$ cat src/rtl/vga_timing_gen_if.sv
// Raster timing bundle carried from vga_timing_gen to the pixel blocks and
// the VGA connector. The generator drives everything (master); consumers
// only observe (slave).
interface vga_timing_gen_if;
   logic [9:0] DrawX;
   logic [9:0] DrawY;
   logic       blank;
   logic       hs;
   logic       vs;
   logic       line_start;
   logic       frame_start;

   modport master (
      output DrawX,
      output DrawY,
      output blank,
      output hs,
      output vs,
      output line_start,
      output frame_start
   );

   modport slave (
      input DrawX,
      input DrawY,
      input blank,
      input hs,
      input vs,
      input line_start,
      input frame_start
   );
endinterface

$ cat src/rtl/vga_timing_gen.sv
// vga_timing_gen: raster timing generator running on the pixel clock.
// hc/vc hold the position that the next clock edge will present; every
// output is decoded from them and registered together, so DrawX, DrawY,
// blank, hs, vs, line_start and frame_start always describe the same pixel.
// Optional macro VGA_SYNC_DELAY_EN: adds one register stage on hs/vs so the
// sync lines line up with colour that downstream blocks register one clock
// after DrawX.
module vga_timing_gen #(
   parameter int H_ACTIVE = 640,
   parameter int H_FP     = 16,
   parameter int H_SYNC   = 96,
   parameter int H_BP     = 48,
   parameter int V_ACTIVE = 480,
   parameter int V_FP     = 10,
   parameter int V_SYNC   = 2,
   parameter int V_BP     = 33,
   parameter bit HS_POL   = 1'b0,
   parameter bit VS_POL   = 1'b0
) (
   input logic               vga_clk,
   input logic               reset,
   vga_timing_gen_if.master  vga
);

   localparam int H_TOTAL = H_ACTIVE + H_FP + H_SYNC + H_BP;
   localparam int V_TOTAL = V_ACTIVE + V_FP + V_SYNC + V_BP;

   // 11-bit compare constants so a region ending exactly at 1024 still works
   localparam logic [9:0]  H_LAST       = 10'(H_TOTAL - 1);
   localparam logic [9:0]  V_LAST       = 10'(V_TOTAL - 1);
   localparam logic [10:0] H_ACT_END    = 11'(H_ACTIVE);
   localparam logic [10:0] V_ACT_END    = 11'(V_ACTIVE);
   localparam logic [10:0] H_SYNC_START = 11'(H_ACTIVE + H_FP);
   localparam logic [10:0] H_SYNC_END   = 11'(H_ACTIVE + H_FP + H_SYNC);
   localparam logic [10:0] V_SYNC_START = 11'(V_ACTIVE + V_FP);
   localparam logic [10:0] V_SYNC_END   = 11'(V_ACTIVE + V_FP + V_SYNC);

   if (H_TOTAL > 1024 || V_TOTAL > 1024) begin : g_bad_totals
      $error("vga_timing_gen: H_TOTAL and V_TOTAL must not exceed 1024");
   end

   logic [9:0] hc, vc;
   logic [9:0] hc_next, vc_next;
   logic       blank_d, hs_d, vs_d, line_start_d, frame_start_d;

   logic [9:0] draw_x_q, draw_y_q;
   logic       blank_q, hs_q, vs_q, line_start_q, frame_start_q;

   // Advance the raster position and decode the pixel about to be presented
   always_comb begin
      hc_next = hc + 10'd1;
      vc_next = vc;
      if (hc == H_LAST) begin
         hc_next = 10'd0;
         if (vc == V_LAST) begin
            vc_next = 10'd0;
         end else begin
            vc_next = vc + 10'd1;
         end
      end

      blank_d       = ({1'b0, hc} < H_ACT_END) && ({1'b0, vc} < V_ACT_END);
      hs_d          = (({1'b0, hc} >= H_SYNC_START) && ({1'b0, hc} < H_SYNC_END))
                      ? HS_POL : ~HS_POL;
      vs_d          = (({1'b0, vc} >= V_SYNC_START) && ({1'b0, vc} < V_SYNC_END))
                      ? VS_POL : ~VS_POL;
      line_start_d  = (hc == 10'd0);
      frame_start_d = (hc == 10'd0) && (vc == 10'd0);
   end

   // Counter and output registers; reset snaps straight back to (0,0)
   always_ff @(posedge vga_clk) begin
      if (reset) begin
         hc            <= 10'd0;
         vc            <= 10'd0;
         draw_x_q      <= 10'd0;
         draw_y_q      <= 10'd0;
         blank_q       <= 1'b0;
         hs_q          <= ~HS_POL;
         vs_q          <= ~VS_POL;
         line_start_q  <= 1'b0;
         frame_start_q <= 1'b0;
      end else begin
         hc            <= hc_next;
         vc            <= vc_next;
         draw_x_q      <= hc;
         draw_y_q      <= vc;
         blank_q       <= blank_d;
         hs_q          <= hs_d;
         vs_q          <= vs_d;
         line_start_q  <= line_start_d;
         frame_start_q <= frame_start_d;
      end
   end

   assign vga.DrawX       = draw_x_q;
   assign vga.DrawY       = draw_y_q;
   assign vga.blank       = blank_q;
   assign vga.line_start  = line_start_q;
   assign vga.frame_start = frame_start_q;

`ifdef VGA_SYNC_DELAY_EN
   logic hs_dly, vs_dly;

   // Extra sync stage so hs/vs match the one-clock lag of registered colour
   always_ff @(posedge vga_clk) begin
      if (reset) begin
         hs_dly <= ~HS_POL;
         vs_dly <= ~VS_POL;
      end else begin
         hs_dly <= hs_q;
         vs_dly <= vs_q;
      end
   end

   assign vga.hs = hs_dly;
   assign vga.vs = vs_dly;
`else
   assign vga.hs = hs_q;
   assign vga.vs = vs_q;
`endif

endmodule

$ cat src/flat_wrapper.sv
// flat-port wrapper written by rule: the top's interface ports become plain ports
module vga_timing_gen_flat 
#(
   parameter int H_ACTIVE = 640,
   parameter int H_FP     = 16,
   parameter int H_SYNC   = 96,
   parameter int H_BP     = 48,
   parameter int V_ACTIVE = 480,
   parameter int V_FP     = 10,
   parameter int V_SYNC   = 2,
   parameter int V_BP     = 33,
   parameter bit HS_POL   = 1'b0,
   parameter bit VS_POL   = 1'b0
)
  (vga_clk, reset, vga_DrawX, vga_DrawY, vga_blank, vga_hs, vga_vs, vga_line_start, vga_frame_start);
  vga_timing_gen_if vga_i ();
  input logic vga_clk;
  input logic reset;
  output wire logic [$bits(vga_i.DrawX)-1:0] vga_DrawX;
  output wire logic [$bits(vga_i.DrawY)-1:0] vga_DrawY;
  output wire logic [$bits(vga_i.blank)-1:0] vga_blank;
  output wire logic [$bits(vga_i.hs)-1:0] vga_hs;
  output wire logic [$bits(vga_i.vs)-1:0] vga_vs;
  output wire logic [$bits(vga_i.line_start)-1:0] vga_line_start;
  output wire logic [$bits(vga_i.frame_start)-1:0] vga_frame_start;
  assign vga_DrawX = vga_i.DrawX;
  assign vga_DrawY = vga_i.DrawY;
  assign vga_blank = vga_i.blank;
  assign vga_hs = vga_i.hs;
  assign vga_vs = vga_i.vs;
  assign vga_line_start = vga_i.line_start;
  assign vga_frame_start = vga_i.frame_start;
  vga_timing_gen #(.H_ACTIVE(H_ACTIVE), .H_FP(H_FP), .H_SYNC(H_SYNC), .H_BP(H_BP), .V_ACTIVE(V_ACTIVE), .V_FP(V_FP), .V_SYNC(V_SYNC), .V_BP(V_BP), .HS_POL(HS_POL), .VS_POL(VS_POL)) u_core (.vga_clk(vga_clk), .reset(reset), .vga(vga_i));
endmodule
$ cat config.mk
export PLATFORM = sky130hd
export DESIGN_NAME = vga_timing_gen_flat
export DESIGN_NICKNAME = d
export VERILOG_FILES = /design/src/rtl/vga_timing_gen_if.sv /design/src/rtl/vga_timing_gen.sv /design/src/flat_wrapper.sv
export SDC_FILE = /design/constraint.sdc
export NUM_CORES = 1
export LEC_CHECK = 0
export CAP_MARGIN = 10
export CORE_UTILIZATION = 45
export CTS_CLUSTER_SIZE = 14
export DETAILED_ROUTE_END_ITERATION = 16
export PLACE_DENSITY = 0.69
export SYNTH_ARGS = -nofsm -noshare
export SYNTH_HDL_FRONTEND = slang
export SYNTH_SLANG_ARGS = --single-unit
$ cat constraint.sdc
create_clock -name vga_clk -period 1.64 [get_ports vga_clk]
set_input_delay 0.328 -clock vga_clk [delete_from_list [all_inputs] [get_ports vga_clk]]
set_output_delay 0.328 -clock vga_clk [all_outputs]
set_load 0.02 [all_outputs]
==> flow_summary.json <==
{
  "netlist_top_cells_count": "dfxtp_1 (45), nor2_1 (27), nor2b_1 (16)",
  "syn_inst": 174,
  "post-route-drc-count": 0,
  "cts_buffers": 5,
  "rrSetupSlack_ns": 0.12,
  "synth.top_cell.area_share": 0.521,
  "report.final.setup_viol": 0,
  "clockRootBuffer": "clkbuf_8",
  "path_class": "register to primary output",
  "synth_simple_gate_area_frac": 0.277,
  "crit_slowest_cell": "clkdlybuf4s50_1",
  "dp_slack_ns": 0.00798,
  "leakagePower_nw": 0.816,
  "relSlewSlack": 0.729,
  "num_antenna_cells": 0,
  "grt_util_all_layers": 0.179,
  "rsz0062_at_grt": "false",
  "grt_pass1_vias": 1243,
  "h-tree-depth": 2,
  "cp-start-kind": "register",
  "maxSlewViolCount": 0,
  "synth_top_flop_cell": "dfxtp_1",
  "row_count": 22,
  "syn_area_mm2": 0.00173,
  "syn-mean-instance-area_um2": 9.93,
  "hold_path_class": "register to register",
  "r2r_start": "u_core.hc[0]",
  "cts.sinks": 45,
  "dr.pass1.iters": 4,
  "critical_path.cell_chain": "clkdlybuf4s50_1",
  "fin_cells": 257,
  "synth.top_cells.by_area": "dfxtp_1 (52%), nor2_1 (5.9%), nor2b_1 (5.8%)",
  "place_inst": 250,
  "cpPeakStageDelay_ns": 0.60,
  "synthAdderAreaFrac": 0.0290,
  "cts_tree": "done",
  "die_h_um": 64.0,
  "skew_ns": 0.00417,
  "yosys_warnings": 0,
  "synth.area.mux_share": 0.0116,
  "synth_compound_area_frac": 0.0348,
  "tightest_slew_ns": 0.402,
  "synth_most_common_cell": "dfxtp_1",
  "critPathLaunch": "u_core.vga.DrawY[0]",
  "total_power_mw": 1.88,
  "grt_overflow": 0,
  "viasPerCell": 5.00,
  "r2r-end": "u_core.vga.frame_start",
  "fp.dieW_um": 64.0,
  "cts_resized": 0,
  "grt_pass1_wl_mm": 5.56,
  "crit_required_ns": 1.31,
  "maxCapViolations": 0,
  "gp_congestion": 0.896,
  "num_vias": 1286,
  "timing.fmax_mhz": 654,
  "async_flop_share": 0,
  "fillers": 321,
  "io_pins": 27,
  "synth_edf_count": 0,
  "path_delay_family": "buffers and inverters",
  "synth-seq-cells": 45,
  "antenna_left": 0,
  "netlist-cell-type-count": 35,
  "path_depth": 1,
  "synth_top_family_by_area": "simple AND/OR/NAND/NOR gates",
  "port_buffers": 26,
  "fin_crit_sh": 0.933,
  "setup_ws_ns": 0.110,
  "dp_hpwl_mm": 2.52,
  "hold_violations": 0,
  "cp_max_fo": 1,
  "synthXorXnorAreaFrac": 0.0659,
  "synth.largest_area_cell": "dfxtp_1",
  "cts.path.max_buffers": 2,
  "powerDensity_mw_per_mm2": 874,
  "grt_max_degree": 14,
  "start_util": 0.472,
  "status": "finished clean",
  "whs_ns": 0.502,
  "cp-end-kind": "primary output",
  "fin_area_mm2": 0.00215,
  "clock_latency_ns": 0.29,
  "syn-num-nets": 180,
  "detailed_place.area_mm2": 0.00206,
  "nets": 215,
  "final.setup.tns_ns": 0,
  "wl_per_cell_um": 13.1,
  "ys_seq_area_frac": 0.521,
  "syn_to_final_growth_pct": 24.6,
  "critical_path_buf_inv_count": 1,
  "cts.clk_slew.worst_paths_ns": 0.08,
  "period_needed_ns": 1.53,
  "rr_worst_depth": 6,
  "core_mm2": 0.00366,
  "drt_iter0_drc": 29,
  "die-area_mm2": 0.00409,
  "cts_hold_buf": 0,
  "final_core_utilization": 0.588,
  "critPathCapture": "vga_DrawY[0]",
  "postCtsSetupRepairBufs": 0,
  "cp.arrival_ns": 1.20,
  "antenna_found_initial": 0,
  "drive_above_1_share": 0.124,
  "wl_mm": 3.37,
  "irDropWorstVdd_mv": 0.732
}
registers in the layout (all words and copies together), names as in the netlist:
| register | count |
|---|---|
| u_core.hc | 10 |
| u_core.vc | 10 |
| u_core.vga.DrawX | 10 |
| u_core.vga.DrawY | 10 |
| u_core.vga.blank | 1 |
| u_core.vga.frame_start | 1 |
| u_core.vga.hs | 1 |
| u_core.vga.line_start | 1 |
| u_core.vga.vs | 1 |
worst min path at each step:
stage / from / endpoint / cells past startpoint
detailed placement: u_core.vc[8] / u_core.vga.DrawY[8] / 2
floorplan: reset / u_core.vga.DrawX[9] / 1
finish: u_core.vc[8] / u_core.vga.DrawY[8] / 2
global placement: u_core.vc[8] / u_core.vga.DrawY[8] / 2
CTS: u_core.vc[8] / u_core.vga.DrawY[8] / 2
global route: u_core.hc[1] / u_core.vga.DrawX[1] / 2
logic make-up (layout without fill, tap and decap cells):
group,count (synthesis),count (layout)
flops,45,45
mux,2,2
simple gates,83,83
fa+ha+maj,4,4
xor+xnor,13,13
compound gates,10,10
buf+inv,17,52
report_power, final:
| part | switching [mW] | internal, mW |
|---|---|---|
| clock network | 0.332 | 0.334 |
| registers | 0.00722 | 1.11 |
| logic | 0.0538 | 0.0458 |
| total | 0.393 | 1.49 |
placed cells by master, fill, tap and decap left out, types with 2 or more instances in the layout:
master	count
nor4b_1	2
a21oi_1	5
xor2_1	7
and2_1	2
nor4_1	2
nand3_1	3
inv_1	7
mux2i_1	2
buf_4	12
nor3_1	3
nand2_1	3
xnor2_1	6
nor2_1	27
nand4_1	7
nor2b_1	16
and3_1	5
and4_4	2
clkbuf_8	6
clkdlybuf4s50_1	26
o21ai_0	3
dfxtp_1	44
ha_1	3
final cells by class:
class                   instances  area, um2  share of cell area
multi-input cells             112        728               0.338
flip-flops and latches         45        902               0.419
well taps                      48       60.1              0.0279
clock buffers                   7       86.3              0.0401
repair buffers                 38        350               0.163
inverters                       7       26.3              0.0122
per-layer routing:
layer	vias up	global-route usage	part of all wire
li1	648	-	-
met1	610	0.231	0.48
met3	5	0.0321	0.025
met2	23	0.295	0.49
met4	0	0.0710	0.012
met5	-	0	0
(Power assumes the default switching activity.)
